$ cat src/rtl/cla_pkg.sv
// Shared constants for the pipelined carry-lookahead adder.
//   DEF_WIDTH / DEF_GROUP : default operand width and bits per CLA slice
//   nstg()                : number of pipeline stages (= latency)
//   OP_ADD / OP_SUB       : encoding of the sub input
package cla_pkg;

  localparam int unsigned DEF_WIDTH = 16;
  localparam int unsigned DEF_GROUP = 4;

  localparam logic OP_ADD = 1'b0;
  localparam logic OP_SUB = 1'b1;

  // One CLA slice per stage; a zero group is rejected at elaboration by the top.
  function automatic int unsigned nstg(input int unsigned width, input int unsigned group);
    return (group == 32'd0) ? 32'd0 : width / group;
  endfunction

endpackage

$ cat src/rtl/cla_pipe_adder_if.sv
// Operand/result handshake bundle for cla_pipe_adder.
//   in_valid/in_ready   : operand handshake (a, b, cin, sub)
//   out_valid/out_ready : result handshake (sum, cout, ovf)
//   master drives operands and out_ready; slave is the adder.
interface cla_pipe_adder_if #(
  parameter int unsigned WIDTH = cla_pkg::DEF_WIDTH
);

  logic             in_valid;
  logic             in_ready;
  logic [WIDTH-1:0] a;
  logic [WIDTH-1:0] b;
  logic             cin;
  logic             sub;
  logic             out_valid;
  logic             out_ready;
  logic [WIDTH-1:0] sum;
  logic             cout;
  logic             ovf;

  modport master (
    output in_valid, a, b, cin, sub, out_ready,
    input  in_ready, out_valid, sum, cout, ovf
  );

  modport slave (
    input  in_valid, a, b, cin, sub, out_ready,
    output in_ready, out_valid, sum, cout, ovf
  );

endinterface

$ cat src/rtl/cla_group.sv
// Combinational GROUP-bit carry-lookahead slice.
//   a, b  : slice operands
//   ci    : carry into the slice
//   s     : slice sum
//   co    : carry out of the slice
//   c_msb : carry into the slice's top bit
module cla_group #(
  parameter int unsigned GROUP = 4
) (
  input  logic [GROUP-1:0] a,
  input  logic [GROUP-1:0] b,
  input  logic             ci,
  output logic [GROUP-1:0] s,
  output logic             co,
  output logic             c_msb
);

  logic [GROUP-1:0] g;
  logic [GROUP-1:0] p;
  logic [GROUP:0]   c;
  logic             cc;
  logic             pp;

  assign g = a & b;
  assign p = a ^ b;

  // Flat single-level lookahead: c[i+1] = g[i] | p[i]g[i-1] | ... | p[i..0]ci.
  always_comb begin
    c    = '0;
    cc   = 1'b0;
    pp   = 1'b0;
    c[0] = ci;
    for (int i = 0; i < int'(GROUP); i++) begin
      cc = g[i];
      pp = p[i];
      for (int j = i - 1; j >= 0; j--) begin
        cc = cc | (pp & g[j]);
        pp = pp & p[j];
      end
      cc     = cc | (pp & ci);
      c[i+1] = cc;
    end
  end

  assign s     = p ^ c[GROUP-1:0];
  assign co    = c[GROUP];
  assign c_msb = c[GROUP-1];

endmodule

$ cat src/rtl/cla_pipe_adder.sv
// Pipelined carry-lookahead adder/subtractor, one GROUP-bit slice per stage.
//   clk, rst_n : clock and asynchronous active-low reset
//   bus        : slave side of cla_pipe_adder_if
//                a, b, cin, sub in -> sum, cout, ovf out after NSTG stages
//                in_ready is combinational: !out_valid || out_ready
module cla_pipe_adder
  import cla_pkg::*;
#(
  parameter int unsigned WIDTH = DEF_WIDTH,
  parameter int unsigned GROUP = DEF_GROUP
) (
  input  logic            clk,
  input  logic            rst_n,
  cla_pipe_adder_if.slave bus
);

  localparam int unsigned NSTG = nstg(WIDTH, GROUP);

  if (GROUP < 1) begin : g_bad_group
    $fatal(1, "cla_pipe_adder: GROUP must be at least 1");
  end else if ((WIDTH % GROUP) != 0) begin : g_bad_width
    $fatal(1, "cla_pipe_adder: WIDTH must be a multiple of GROUP");
  end

  logic             adv;
  logic             c0;
  logic [WIDTH-1:0] beff;

  logic [NSTG-1:0]  v_q;
  logic [NSTG-1:0]  v_d;
  logic [NSTG-1:0]  c_q;
  logic [NSTG-1:0]  c_d;
  logic [WIDTH-1:0] a_q [NSTG];
  logic [WIDTH-1:0] a_d [NSTG];
  logic [WIDTH-1:0] b_q [NSTG];
  logic [WIDTH-1:0] b_d [NSTG];
  logic [WIDTH-1:0] s_q [NSTG];
  logic [WIDTH-1:0] s_d [NSTG];
  logic             cm  [NSTG];
  logic             ovf_q;
  logic             ovf_d;

  // Whole pipe moves together; a stalled output freezes every stage.
  assign adv          = ~v_q[NSTG-1] | bus.out_ready;
  assign bus.in_ready = adv;

  // Subtract as a + ~b + 1; cin is ignored in that mode.
  assign beff = (bus.sub == OP_SUB) ? ~bus.b : bus.b;
  assign c0   = (bus.sub == OP_SUB) ? 1'b1 : bus.cin;

  for (genvar k = 0; k < int'(NSTG); k++) begin : g_stg
    logic [WIDTH-1:0] a_in;
    logic [WIDTH-1:0] b_in;
    logic [WIDTH-1:0] s_in;
    logic [WIDTH-1:0] s_nx;
    logic             c_in;
    logic             v_in;
    logic [GROUP-1:0] s_k;
    logic             co_k;

    if (k == 0) begin : g_first
      assign a_in = bus.a;
      assign b_in = beff;
      assign s_in = '0;
      assign c_in = c0;
      assign v_in = bus.in_valid & adv;
    end else begin : g_next
      assign a_in = a_q[k-1];
      assign b_in = b_q[k-1];
      assign s_in = s_q[k-1];
      assign c_in = c_q[k-1];
      assign v_in = v_q[k-1];
    end

    cla_group #(
      .GROUP (GROUP)
    ) u_grp (
      .a     (a_in[k*GROUP +: GROUP]),
      .b     (b_in[k*GROUP +: GROUP]),
      .ci    (c_in),
      .s     (s_k),
      .co    (co_k),
      .c_msb (cm[k])
    );

    // Merge this stage's slice into the partial sum travelling down the pipe.
    always_comb begin
      s_nx                    = s_in;
      s_nx[k*GROUP +: GROUP]  = s_k;
    end

    assign v_d[k] = v_in;
    assign c_d[k] = co_k;
    assign a_d[k] = a_in;
    assign b_d[k] = b_in;
    assign s_d[k] = s_nx;
  end

  // Signed overflow: carry into MSB differs from carry out of MSB.
  assign ovf_d = c_d[NSTG-1] ^ cm[NSTG-1];

  // Stage registers, cleared asynchronously so no partial result survives reset.
  always_ff @(posedge clk or negedge rst_n) begin
    if (!rst_n) begin
      v_q   <= '0;
      c_q   <= '0;
      ovf_q <= 1'b0;
      for (int k = 0; k < int'(NSTG); k++) begin
        a_q[k] <= '0;
        b_q[k] <= '0;
        s_q[k] <= '0;
      end
    end else if (adv) begin
      v_q   <= v_d;
      c_q   <= c_d;
      ovf_q <= ovf_d;
      for (int k = 0; k < int'(NSTG); k++) begin
        a_q[k] <= a_d[k];
        b_q[k] <= b_d[k];
        s_q[k] <= s_d[k];
      end
    end
  end

  assign bus.out_valid = v_q[NSTG-1];
  assign bus.sum       = s_q[NSTG-1];
  assign bus.cout      = c_q[NSTG-1];
  assign bus.ovf       = ovf_q;

endmodule

$ cat src/flat_wrapper.sv
// flat-port wrapper written by rule: the top's interface ports become plain ports
module cla_pipe_adder_flat import cla_pkg::*;
#(
  parameter int unsigned WIDTH = DEF_WIDTH,
  parameter int unsigned GROUP = DEF_GROUP
)
  (clk, rst_n, bus_in_valid, bus_a, bus_b, bus_cin, bus_sub, bus_out_ready, bus_in_ready, bus_out_valid, bus_sum, bus_cout, bus_ovf);
  cla_pipe_adder_if #(.WIDTH(WIDTH)) bus_i ();
  input  logic clk;
  input  logic rst_n;
  input wire logic [$bits(bus_i.in_valid)-1:0] bus_in_valid;
  input wire logic [$bits(bus_i.a)-1:0] bus_a;
  input wire logic [$bits(bus_i.b)-1:0] bus_b;
  input wire logic [$bits(bus_i.cin)-1:0] bus_cin;
  input wire logic [$bits(bus_i.sub)-1:0] bus_sub;
  input wire logic [$bits(bus_i.out_ready)-1:0] bus_out_ready;
  output wire logic [$bits(bus_i.in_ready)-1:0] bus_in_ready;
  output wire logic [$bits(bus_i.out_valid)-1:0] bus_out_valid;
  output wire logic [$bits(bus_i.sum)-1:0] bus_sum;
  output wire logic [$bits(bus_i.cout)-1:0] bus_cout;
  output wire logic [$bits(bus_i.ovf)-1:0] bus_ovf;
  assign bus_i.in_valid = bus_in_valid;
  assign bus_i.a = bus_a;
  assign bus_i.b = bus_b;
  assign bus_i.cin = bus_cin;
  assign bus_i.sub = bus_sub;
  assign bus_i.out_ready = bus_out_ready;
  assign bus_in_ready = bus_i.in_ready;
  assign bus_out_valid = bus_i.out_valid;
  assign bus_sum = bus_i.sum;
  assign bus_cout = bus_i.cout;
  assign bus_ovf = bus_i.ovf;
  cla_pipe_adder #(.WIDTH(WIDTH), .GROUP(GROUP)) u_core (.clk(clk), .rst_n(rst_n), .bus(bus_i));
endmodule
$ cat config.mk
export PLATFORM = sky130hd
export DESIGN_NAME = cla_pipe_adder_flat
export DESIGN_NICKNAME = d
export VERILOG_FILES = /design/src/rtl/cla_pkg.sv /design/src/rtl/cla_pipe_adder_if.sv /design/src/rtl/cla_group.sv /design/src/rtl/cla_pipe_adder.sv /design/src/flat_wrapper.sv
export SDC_FILE = /design/constraint.sdc
export NUM_CORES = 1
export LEC_CHECK = 0
export CAP_MARGIN = 20
export CORE_AREA = 2 2 124 126
export DETAILED_ROUTE_END_ITERATION = 6
export DIE_AREA = 0 0 126 128
export PLACE_DENSITY = 0.47
export SYNTH_ARGS = -nofsm -noshare
export SYNTH_HDL_FRONTEND = slang
export SYNTH_SLANG_ARGS = --single-unit
$ cat constraint.sdc
create_clock -name clk -period 1.5 [get_ports clk]
set_input_delay 0.3 -clock clk [delete_from_list [all_inputs] [get_ports clk]]
set_output_delay 0.3 -clock clk [all_outputs]
set_load 0.02 [all_outputs]
# Word level (Yosys, flattened, before mapping)
# Index checks and enable logic that the tools add are counted.
[totals]
reg_bits = 145
inputBits = 38
output_inout_bits = 20
word_cells = 136
[classes]
n_mux = 2
n_bitwise = 121
[op_table]
columns = ["op", "count"]
rows = [
  ["1-bit bitwise AND", 65],
  ["1-bit OR", 41],
  ["4-bit bitwise XOR", 8],
  ["4-bit bitwise AND", 4],
  ["16-bit two-way mux", 1],
  ["16-bit NOT", 1],
  ["1-bit two-way mux", 1],
  ["1-bit NOT", 1],
  ["1-bit bitwise XOR", 1],
]

# Depth between registers and ports, before layout
# Gate-level depths: netlist of run 1.
[depth]
word_depth = 8
mapped_depth = 8
depth_no_buf = 6

# Cells and area by module
# A second synthesis of run 1 with hierarchy kept.
[hier_totals]
cells_unflattened = 290
area_unflattened_um2 = 4434.3
[modules_own_cells]
columns = ["mod", "instances", "cells_each", "area_each_um2", "seq_area_each_um2"]
rows = [
  ["cla_pipe_adder", 1, 226, 3843.7, 2427.3],
  ["cla_group (u_core.g_stg[0].u_grp ...)", 2, 18, 155.1, 0.0],
  ["cla_group (u_core.g_stg[2].u_grp ...)", 2, 14, 140.1, 0.0],
]

# Worst setup path before layout of run 1
# Ideal clock, no wire load.
[synth_timing]
path_kind = "in2reg"
from = "in bus_sub"
to = "reg u_core.c_q[0]"
setup_ps = 127
t_arrival_ps = 1633
t_required_ps = 1373
path_slack_ps = -261
cell_stages = 8
path_buffers = 2
path_cell_list = "buf_6 -> buf_6 -> xor2_1 -> ha_1 -> o211ai_1 -> o21ai_2 -> a211oi_1 -> a21oi_1"
[synth_between]
elab_chain_len = 7
elab_cells_between_ends = 15
cone_classes = "mux: 2; bitwise: 13"
[synth_rtl]
columns = ["element", "line_no", "source"]
rows = [
  ["from (decl)", "flat_wrapper.sv:15", "input wire logic [$bits(bus_i.sub)-1:0] bus_sub;"],
  ["16-bit two-way mux", "cla_pipe_adder.sv:48", "assign beff = (bus.sub == OP_SUB) ? ~bus.b : bus.b;"],
  ["4-bit bitwise XOR or 4-bit bitwise AND (tied branches)", "cla_group.sv:25, cla_group.sv:24", ""],
  ["1-bit bitwise AND (on tied branches)", "cla_group.sv:37, cla_group.sv:38", ""],
  ["1-bit OR, or another cell as far along (2 in series)", "cla_group.sv:37", "cc = cc | (pp & g[j]);"],
  ["1-bit OR or 1-bit bitwise AND (tied branches)", "cla_group.sv:37, cla_group.sv:40", ""],
  ["1-bit OR (*)", "cla_group.sv:40", "cc = cc | (pp & ci);"],
  ["to (signal assigned)", "cla_pipe_adder.sv:106", "c_q <= '0;"],
  ["to (signal assigned)", "cla_pipe_adder.sv:115", "c_q <= c_d;"],
  ["to (decl)", "cla_pipe_adder.sv:31", "logic [NSTG-1:0] c_q;"],
]
# Every way passes the cells marked *; elsewhere a longest branch is shown, timed or not.
# A chain may end at the register's enable or synchronous reset.

# Final worst setup path of run 1
[layout_timing]
from = "reg u_core.v_q[3]"
to = "out bus_out_valid"
[layout_lines]
columns = ["element", "line_no", "source"]
rows = [
  ["from (decl)", "cla_pipe_adder.sv:29", "logic [NSTG-1:0] v_q;"],
  ["from (signal assigned)", "cla_pipe_adder.sv:114", "v_q <= v_d;"],
  ["to (decl)", "flat_wrapper.sv:18", "output wire logic [$bits(bus_i.out_valid)-1:0] bus_out_valid;"],
]
# No word-level cell between the ends.

==> flow_metrics.py, run 1 <==
metrics = {
    "timing": {
        "fin_crit_ps": 1470,
        "holdWs_ps": 377,
        "worst_pin_slew_ps": 311,
        "finalClockSkew_ps": 4.02,
        "setup_tns_ps": 0,
        "finalHoldViolCount": 0,
        "max_slew_margin_pct": 79.2,
        "setup_viol": 0,
        "report.final.slew_viol_count": 0,
        "finalCritPeriodShare_pct": 98.1,
        "postLayoutSetupSlackWorst_ps": 29.2,
        "timing.fmax_mhz": 680,
    },
    "job": {
        "maxCapViolations": 0,
    },
    "floorplan": {
        "core-area_um2": 14900,
        "io_pins": 58,
        "rows": 45,
        "dieArea_um2": 16100,
        "die_h_um": 128,
        "die_w_um": 126,
        "start_util_pct": 29.3,
    },
    "synth": {
        "syn_inst": 462,
        "syn_nets": 522,
        "netlist.top_cell.by_area": "dfrtp_1",
        "ys_warn_count": 0,
        "synth.cell_area_um2": 4350,
        "syn_avg_cell_area_um2": 9.42,
        "yosysUniqueCellTypes": 28,
        "synthTopCellsByArea": "dfrtp_1 (56%), nand2_1 (17%), ha_1 (5.2%)",
        "synth-seq-area-share_pct": 55.8,
        "yosysTopAreaCellShare_pct": 55.8,
        "ys_seq_elements": 97,
    },
    "grt": {
        "antenna_found_initial": 0,
        "first_global_vias": 3288,
        "track_usage_pct": 12.2,
        "grt_max_degree": 49,
        "grt_pass1_wl_um": 15700,
        "gr-total-overflow": 0,
    },
    "placement": {
        "io_buffer_count": 57,
        "gp_congestion": 0.719,
        "postPlaceCellArea_um2": 5370,
        "dp_cells": 713,
        "dp_hpwl_um": 6310,
        "preCtsSetupSlack_ps": -683,
    },
    "cells_and_area": {
        "layout_common_cells": "nand2_1 (199), dfrtp_1 (97), clkdlybuf4s50_1 (30)",
        "synthToLayoutAreaGrowth_pct": 33.3,
        "layout.nets": 603,
        "regArea_um2": 2430,
        "fill_cells": 1547,
        "drive_gt1_share_pct": 13.9,
        "final_cell_area_um2": 5800,
        "stdcell_count": 734,
        "diodes": 0,
        "multi_input_area_um2": 1880,
        "final_common_cell": "nand2_1",
        "post-route-util_pct": 39.0,
    },
    "clock_network": {
        "cts_tree": "built",
        "path_clk_slew_ps": 60,
        "htree_levels": 3,
        "clock_sinks": 97,
        "clk_latency_ps": 340,
        "numCtsBuffers": 9,
        "clockBufferDepth": 2,
        "cts-root-buf": "clkbuf_16",
    },
    "setup_path": {
        "endpoint_kind": "output pin",
        "cp_max_fo": 2,
        "arrival_ps": 1170,
        "start_kind": "register",
        "crit_type": "reg2out",
        "cp.required_ps": 1200,
    },
    "route": {
        "totalWireLength_um": 9140,
        "via_per_inst": 4.33,
        "drtIter0Drc": 126,
        "ant_nets": 0,
        "drt_pre_antenna_iters": 4,
        "route.detailed.drc": 0,
        "vias": 3181,
        "wl_per_cell_um": 12.4,
    },
    "hold_path": {
        "hp-class": "in2async",
    },
    "pwr": {
        "power_mw": 11.3,
        "power_density_nw_per_um2": 1940,
        "peakVddDrop_mv": 0.615,
        "power_leakage_nw": 2.83,
    },
    "run_status": {
        "outcome": "complete, no violations",
    },
}
[cells by family (layout without fill, tap and decap cells)]
family	Yosys count	after routing	share of synthesized area, %
AOI/OAI and AO/OA	65	65	8.65
xor gates and xnor gates	25	25	5.03
adders and majority gates	22	22	7.01
buffers and inverters	35	119	3.97
DFF	97	97	55.8
muxes	1	1	0.230
and+or+nand+nor	217	217	19.3
[registers in the layout (all words and copies together), names as in the netlist]
| name | count |
|---|---|
| u_core.bus.ovf | 1 |
| u_core.bus.sum | 16 |
| u_core.c_q | 4 |
| u_core.g_stg.a_in | 24 |
| u_core.g_stg.b_in | 24 |
| u_core.g_stg.s_in | 24 |
| u_core.v_q | 4 |
[report_power, final]
part / internal, mW / switching [mW]
Sequential: 3.80 / 0.673
Combinational: 2.20 / 2.48
Clock: 1.19 / 0.940
[repair_timing]
item / CTS / global route
hold buffers: 1 / 0
cloned: 1 / 0
pin swaps: 4 / 14
buffers inserted: 4 / 2
endpoints found under the setup margin: 28 / 12
gates resized for setup: 30 / 17
endpoints found under the hold margin: 15 / 0
[cell type report]
type | count | share of cell area [%]
inverter | 12 | 0.820
timing repair buffer | 93 | 16.3
clock inverter | 3 | 0.302
sequential | 97 | 41.8
multi-input combinational | 330 | 32.4
clock buffer | 11 | 4.36
tap | 188 | 4.06
[cells in the mapped netlist, drive strengths merged]
cell	instances
a211oi	7
a21o	3
a21oi	19
buf	21
clkbuf	2
dfrtp	97
fa	4
ha	18
inv	12
mux2i	1
nand2	199
nand2b	1
nor2	15
nor2b	1
nor3	1
o211ai	1
o21ai	32
o21bai	3
xnor2	16
xor2	9
[path summary, 6_finish.rpt]
check,slack (ps),endpoint,startpoint,cells past startpoint
max in group asynchronous,590,u_core.g_stg[2].a_in[8],rst_n,3
setup reg to reg,80,u_core.bus.ovf,u_core.g_stg[3].b_in[12],5
hold reg to reg,460,u_core.bus.sum[1],u_core.bus.sum[1],2
setup / recovery,30,bus_out_valid,u_core.v_q[3],2
hold / removal,380,u_core.bus.sum[2],rst_n,2
min in group clk,460,u_core.bus.sum[1],u_core.bus.sum[1],2
[critical path, cell delays in order (launching register included)]
cell           delay, ps
dfrtp_1              380
buf_4                130
dlygate4sd2_1        310
[metal layers]
metal	global-route usage, %	vias to the layer above	routed length (µm)	part of all wire [%]
met1	16.1	1503	4560	50
met2	19.6	48	4050	44
met4	5.82	0	199	2.2
li1	-	1618	-	-
met5	0	-	0	0
met3	2.30	12	317	3.5
Power figures use the tool's default switching activity.
==> inputs of run 2 (changes only) <==
CORE_AREA = 2 2 102 104   (was 2 2 124 126)
DIE_AREA = 0 0 104 106   (was 0 0 126 128)
PLACE_DENSITY = 0.65   (was 0.47)
==> run 2 against run 1 <==
Utilization is 17 points higher. Combinational power is 0.9% higher. Non-clock buffer count is 2 lower. Clock power is 26% lower. Sequential share of layout area is 1.2 points higher. Total power is 4.6% lower. Register-to-register slack hardly changed. Setup slack better by 41 ps. Clock-buffer cell count stayed put. Sequential cell count stayed put. Critical path type is now reg2reg. Critical endpoint is now u_core.bus.ovf. Largest cell class unchanged.
==> flow_metrics.py, run 2 (synthesis gave the netlist of run 1 again) <==
metrics = {
    "run_status": {
        "outcome": "complete, no violations",
    },
    "route": {
        "drt_pre_antenna_iters": 4,
        "ant_nets": 0,
        "route.detailed.drc": 0,
        "totalWireLength_um": 8520,
        "vias": 3201,
        "drtIter0Drc": 90,
        "via_per_inst": 4.70,
        "wl_per_cell_um": 12.5,
    },
    "grt": {
        "top_usage_layer": "met2",
        "grt_max_degree": 56,
        "track_usage_pct": 16.8,
        "gr-total-overflow": 0,
        "grt_use_met2_pct": 28.6,
        "met3_usage_pct": 2.88,
        "grt_pass1_wl_um": 14900,
        "grtUsageMet1_pct": 22.0,
        "first_global_vias": 3237,
        "antenna_found_initial": 0,
    },
    "pwr": {
        "power_leakage_nw": 2.79,
        "peakVddDrop_mv": 0.791,
        "power_density_nw_per_um2": 1910,
    },
    "placement": {
        "gp_congestion": 0.811,
        "dp_cells": 660,
        "postPlaceCellArea_um2": 5320,
        "io_buffer_count": 57,
        "dp_hpwl_um": 5850,
    },
    "clock_network": {
        "clock_sinks": 97,
        "numCtsBuffers": 9,
        "clk_latency_ps": 350,
        "clockBufferDepth": 2,
        "htree_levels": 3,
        "cts_tree": "built",
        "cts-root-buf": "clkbuf_8",
        "path_clk_slew_ps": 90,
    },
    "floorplan": {
        "start_util_pct": 43.5,
        "core-area_um2": 10000,
        "dieArea_um2": 11000,
        "rows": 37,
        "io_pins": 58,
        "die_w_um": 104,
        "die_h_um": 106,
    },
    "timing": {
        "fin_crit_ps": 1430,
        "finalHoldViolCount": 0,
        "finalClockSkew_ps": 10.7,
        "timing.fmax_mhz": 699,
        "max_slew_margin_pct": 79.9,
        "finalCritPeriodShare_pct": 95.3,
        "setup_viol": 0,
        "worst_pin_slew_ps": 302,
        "report.final.slew_viol_count": 0,
        "holdWs_ps": 371,
    },
    "setup_path": {
        "arrival_ps": 1660,
        "cp.required_ps": 1730,
        "slowest_stage": "dfrtp_1",
        "start_kind": "register",
        "crit_type": "reg2reg",
        "r2r_cells": 5,
        "cpPeakStageDelay_ps": 400,
        "reg2reg_from": "u_core.g_stg[3].a_in[13]",
        "path_buf_inv": 0,
        "cp_max_fo": 3,
        "path_cells": "ha_1 -> o21ai_2 -> o21bai_2 -> mux2i_1 -> a21oi_1",
        "endpoint_kind": "register",
        "timing.rr.end": "u_core.bus.ovf",
        "path_delay_family": "flip-flops",
        "reg2reg_slack_ps": 70,
    },
    "cells_and_area": {
        "final_common_cell": "nand2_1",
        "drive_gt1_share_pct": 13.6,
        "stdcell_count": 681,
        "synthToLayoutAreaGrowth_pct": 29.5,
        "layout.nets": 601,
        "diodes": 0,
        "fill_cells": 955,
        "layout_common_cells": "nand2_1 (199), dfrtp_1 (97), clkdlybuf4s50_1 (30)",
        "final_cell_area_um2": 5640,
    },
    "hold_path": {
        "hp-class": "in2async",
    },
    "job": {
        "maxCapViolations": 0,
    },
}
[run 2: cell count changes in the layout (fill, tap and decap cells not counted), sizes merged]
cell / change
clkbuf: -1
bufinv: +1
clkinv: +1
buf: -1
clkinvlp: -1
[run 2: worst max path at each step]
stage | cells past startpoint | start | end | slack, ps
4_1_cts | 7 | bus_b[2] | u_core.c_q[0] | -5
6_report | 5 | u_core.g_stg[3].a_in[13] | u_core.bus.ovf | 70
3_3_place_gp | 7 | bus_sub | u_core.c_q[0] | -580
3_5_place_dp | 7 | bus_sub | u_core.c_q[0] | -650
5_1_grt | 9 | bus_b[0] | u_core.g_stg[1].s_in[3] | -0.5
2_1_floorplan | 8 | bus_sub | u_core.c_q[0] | -170
[run 2: layout make-up]
type	instances	area (µm²)	area share [%]
clock buffer	11	131	2.33
inverter	12	47.5	0.843
tap	136	170	3.02
sequential	97	2430	43.0
multi-input combinational	330	1870	33.1
timing repair buffer	91	950	16.8
clock inverter	4	45.0	0.799
[run 2: where the power goes]
part | switching [mW] | leakage (nW) | total, mW | internal (mW)
clock | 0.827 | 0.0929 | 1.58 | 0.756
combinational | 2.48 | 1.54 | 4.72 | 2.23
sequential | 0.672 | 1.16 | 4.46 | 3.79
total | 3.98 | 2.79 | 10.8 | 6.78
[run 2: metal layers]
layer,vias to the layer above,routed length [µm]
met5,-,0
met4,0,76
met3,7,247
met2,47,4280
met1,1531,3910
li1,1616,-
[run 2: stage by stage]
step           utilization, %  power (mW)  setup slack, ps  TNS [ps]
4_1_cts                  55.5        10.6            -5.05     -5.05
3_5_place_dp             53.2        9.03             -654     -6220
5_1_grt                  56.4        11.8           -0.508    -0.623
3_3_place_gp             53.2        8.82             -577     -4910
6_report                 56.4        10.8             70.4         0
2_1_floorplan               -        7.26             -167      -356
[run 2: timing repair]
action                                 4_1_cts  5_1_grt
buffers inserted                             2        3
endpoints found under the hold margin       17        0
cloned                                       1        0
setup endpoints to repair                   30       12
hold buffers                                 1        0
pin swaps                                    6       15
gates resized for setup                     28       21
==> inputs of run 3 (changes only) <==
CORE_AREA = 2 2 107 99   (was 2 2 102 104)
DIE_AREA = 0 0 109 101   (was 0 0 104 106)
==> run 3 against run 2 <==
Highest routed layer unchanged. Clock skew is 3.2 ps higher. Clock power rose by 20%. Maximum frequency shrank 0.99%. Critical path type unchanged.
==> flow_metrics.py, run 3 (synthesis gave the netlist of run 1 again) <==
metrics = {
    "cells_and_area": {
        "final_common_cell": "nand2_1",
        "drive_gt1_share_pct": 14.1,
        "regArea_um2": 2430,
        "stdcell_count": 677,
        "multi_input_area_um2": 1840,
        "synthToLayoutAreaGrowth_pct": 28.4,
        "layout_common_cells": "nand2_1 (199), dfrtp_1 (97), clkdlybuf4s50_1 (32)",
        "fill_cells": 896,
        "diodes": 0,
        "layout.nets": 603,
    },
    "setup_path": {
        "start_kind": "register",
        "cp_max_fo": 3,
        "cp.required_ps": 1770,
        "crit_type": "reg2reg",
        "path_delay_family": "flip-flops",
        "arrival_ps": 1720,
        "r2r_cells": 5,
        "cp.depth": 5,
        "path_cells": "ha_1 -> o21ai_2 -> o21bai_2 -> mux2i_1 -> a21oi_1",
        "slowest_stage": "dfrtp_1",
        "cpPeakStageDelay_ps": 400,
        "timing.rr.end": "u_core.bus.ovf",
        "endpoint_kind": "register",
        "path_buf_inv": 0,
        "crit_end": "u_core.bus.ovf",
        "reg2reg_from": "u_core.g_stg[3].a_in[14]",
        "cp-startpoint": "u_core.g_stg[3].a_in[14]",
        "reg2reg_slack_ps": 60,
    },
    "grt": {
        "antenna_found_initial": 0,
        "track_usage_pct": 16.6,
        "grt_max_degree": 98,
        "first_global_vias": 3041,
        "gr-total-overflow": 0,
        "grt_pass1_wl_um": 14100,
    },
    "timing": {
        "setup_viol": 0,
        "timing.fmax_mhz": 693,
        "report.final.slew_viol_count": 0,
        "finalClockSkew_ps": 13.9,
        "finalCritPeriodShare_pct": 96.3,
        "max_slew_margin_pct": 66.0,
        "holdWs_ps": 454,
        "fin_crit_ps": 1440,
        "rsz0062_at_grt": "true",
        "finalHoldViolCount": 0,
        "worst_pin_slew_ps": 509,
    },
    "floorplan": {
        "dieArea_um2": 11000,
        "io_pins": 58,
        "die_h_um": 101,
        "start_util_pct": 43.8,
        "rows": 35,
        "core-area_um2": 9940,
        "die_w_um": 109,
    },
    "hold_path": {
        "hp-class": "in2reg",
    },
    "route": {
        "drtIter0Drc": 131,
        "wl_per_cell_um": 12.5,
        "via_per_inst": 4.67,
        "drt_pre_antenna_iters": 4,
        "ant_nets": 0,
        "route.detailed.drc": 0,
        "vias": 3163,
        "totalWireLength_um": 8440,
    },
    "clock_network": {
        "cts_tree": "built",
        "numCtsBuffers": 9,
        "clockBufferDepth": 2,
        "clock_sinks": 97,
        "path_clk_slew_ps": 110,
        "htree_levels": 3,
        "clk_latency_ps": 380,
        "cts-root-buf": "clkbuf_8",
    },
    "placement": {
        "dp_cells": 653,
        "io_buffer_count": 57,
        "gp_congestion": 0.758,
        "dp_hpwl_um": 5760,
    },
    "pwr": {
        "power_density_nw_per_um2": 1970,
        "power_leakage_nw": 2.77,
        "peakVddDrop_mv": 0.869,
    },
    "job": {
        "maxCapViolations": 0,
    },
    "run_status": {
        "outcome": "complete, no violations",
    },
}
## run 3: metal layers
layer	track usage (%)	up-vias	wire, µm
met5	0	-	0
met4	5.72	0	148
met3	4.52	15	348
met2	24.9	61	3770
met1	23.2	1470	4170
li1	-	1617	-
## run 3: worst min-delay path by stage
| stage | start | end | cells past startpoint |
|---|---|---|---|
| finish | bus_in_valid | u_core.v_q[0] | 3 |
| global route | bus_a[5] | u_core.g_stg[1].a_in[5] | 3 |
| CTS | bus_in_valid | u_core.v_q[0] | 3 |
| detailed placement | rst_n | u_core.g_stg[2].a_in[15] | 2 |
| global placement | rst_n | u_core.bus.sum[0] | 2 |
| floorplan | rst_n | u_core.bus.ovf | 0 |
## run 3: area by class of cell
| class | instances | area share [%] |
|---|---|---|
| inverters | 12 | 0.851 |
| repair buffers | 93 | 15.9 |
| clock buffers | 9 | 2.22 |
| multi-input cells | 330 | 32.9 |
| well taps | 129 | 2.89 |
| clock inverters | 7 | 1.84 |
| flip-flops and latches | 97 | 43.4 |
## run 3: worst min-delay path, delay by kind of cell
kind	cells	cell delay, ps
AND/OR/NAND/NOR	2	90
buffers and inverters	1	390
## run 3: per-stage QoR
step           utilization (%)  cell area (µm²)  setup WS, ps  TNS [ps]  total power, mW
3_5_place_dp              53.0             5260          -645     -6870             9.02
5_1_grt                   56.2             5590         -31.3     -31.3             11.9
4_1_cts                   55.5             5510          1.66         0             10.8
2_1_floorplan                -             4380          -167      -356             7.26
6_report                  56.2             5590          56.1         0             11.0
3_3_place_gp              53.0             5260          -594     -6000             8.80
## run 3: where the power goes
group / switching [mW] / internal, mW / leakage (nW)
clock network: 0.948 / 0.955 / 0.104
registers: 0.644 / 3.79 / 1.16
logic: 2.49 / 2.18 / 1.50
## run 3: what timing repair did
| item | CTS | global route |
|---|---|---|
| pin swaps | 5 | 13 |
| hold buffers | 1 | 0 |
| endpoints found under the hold margin | 64 | 0 |
| setup buffers | 3 | 5 |
| setup endpoints to repair | 29 | 13 |
| resized for setup | 25 | 15 |
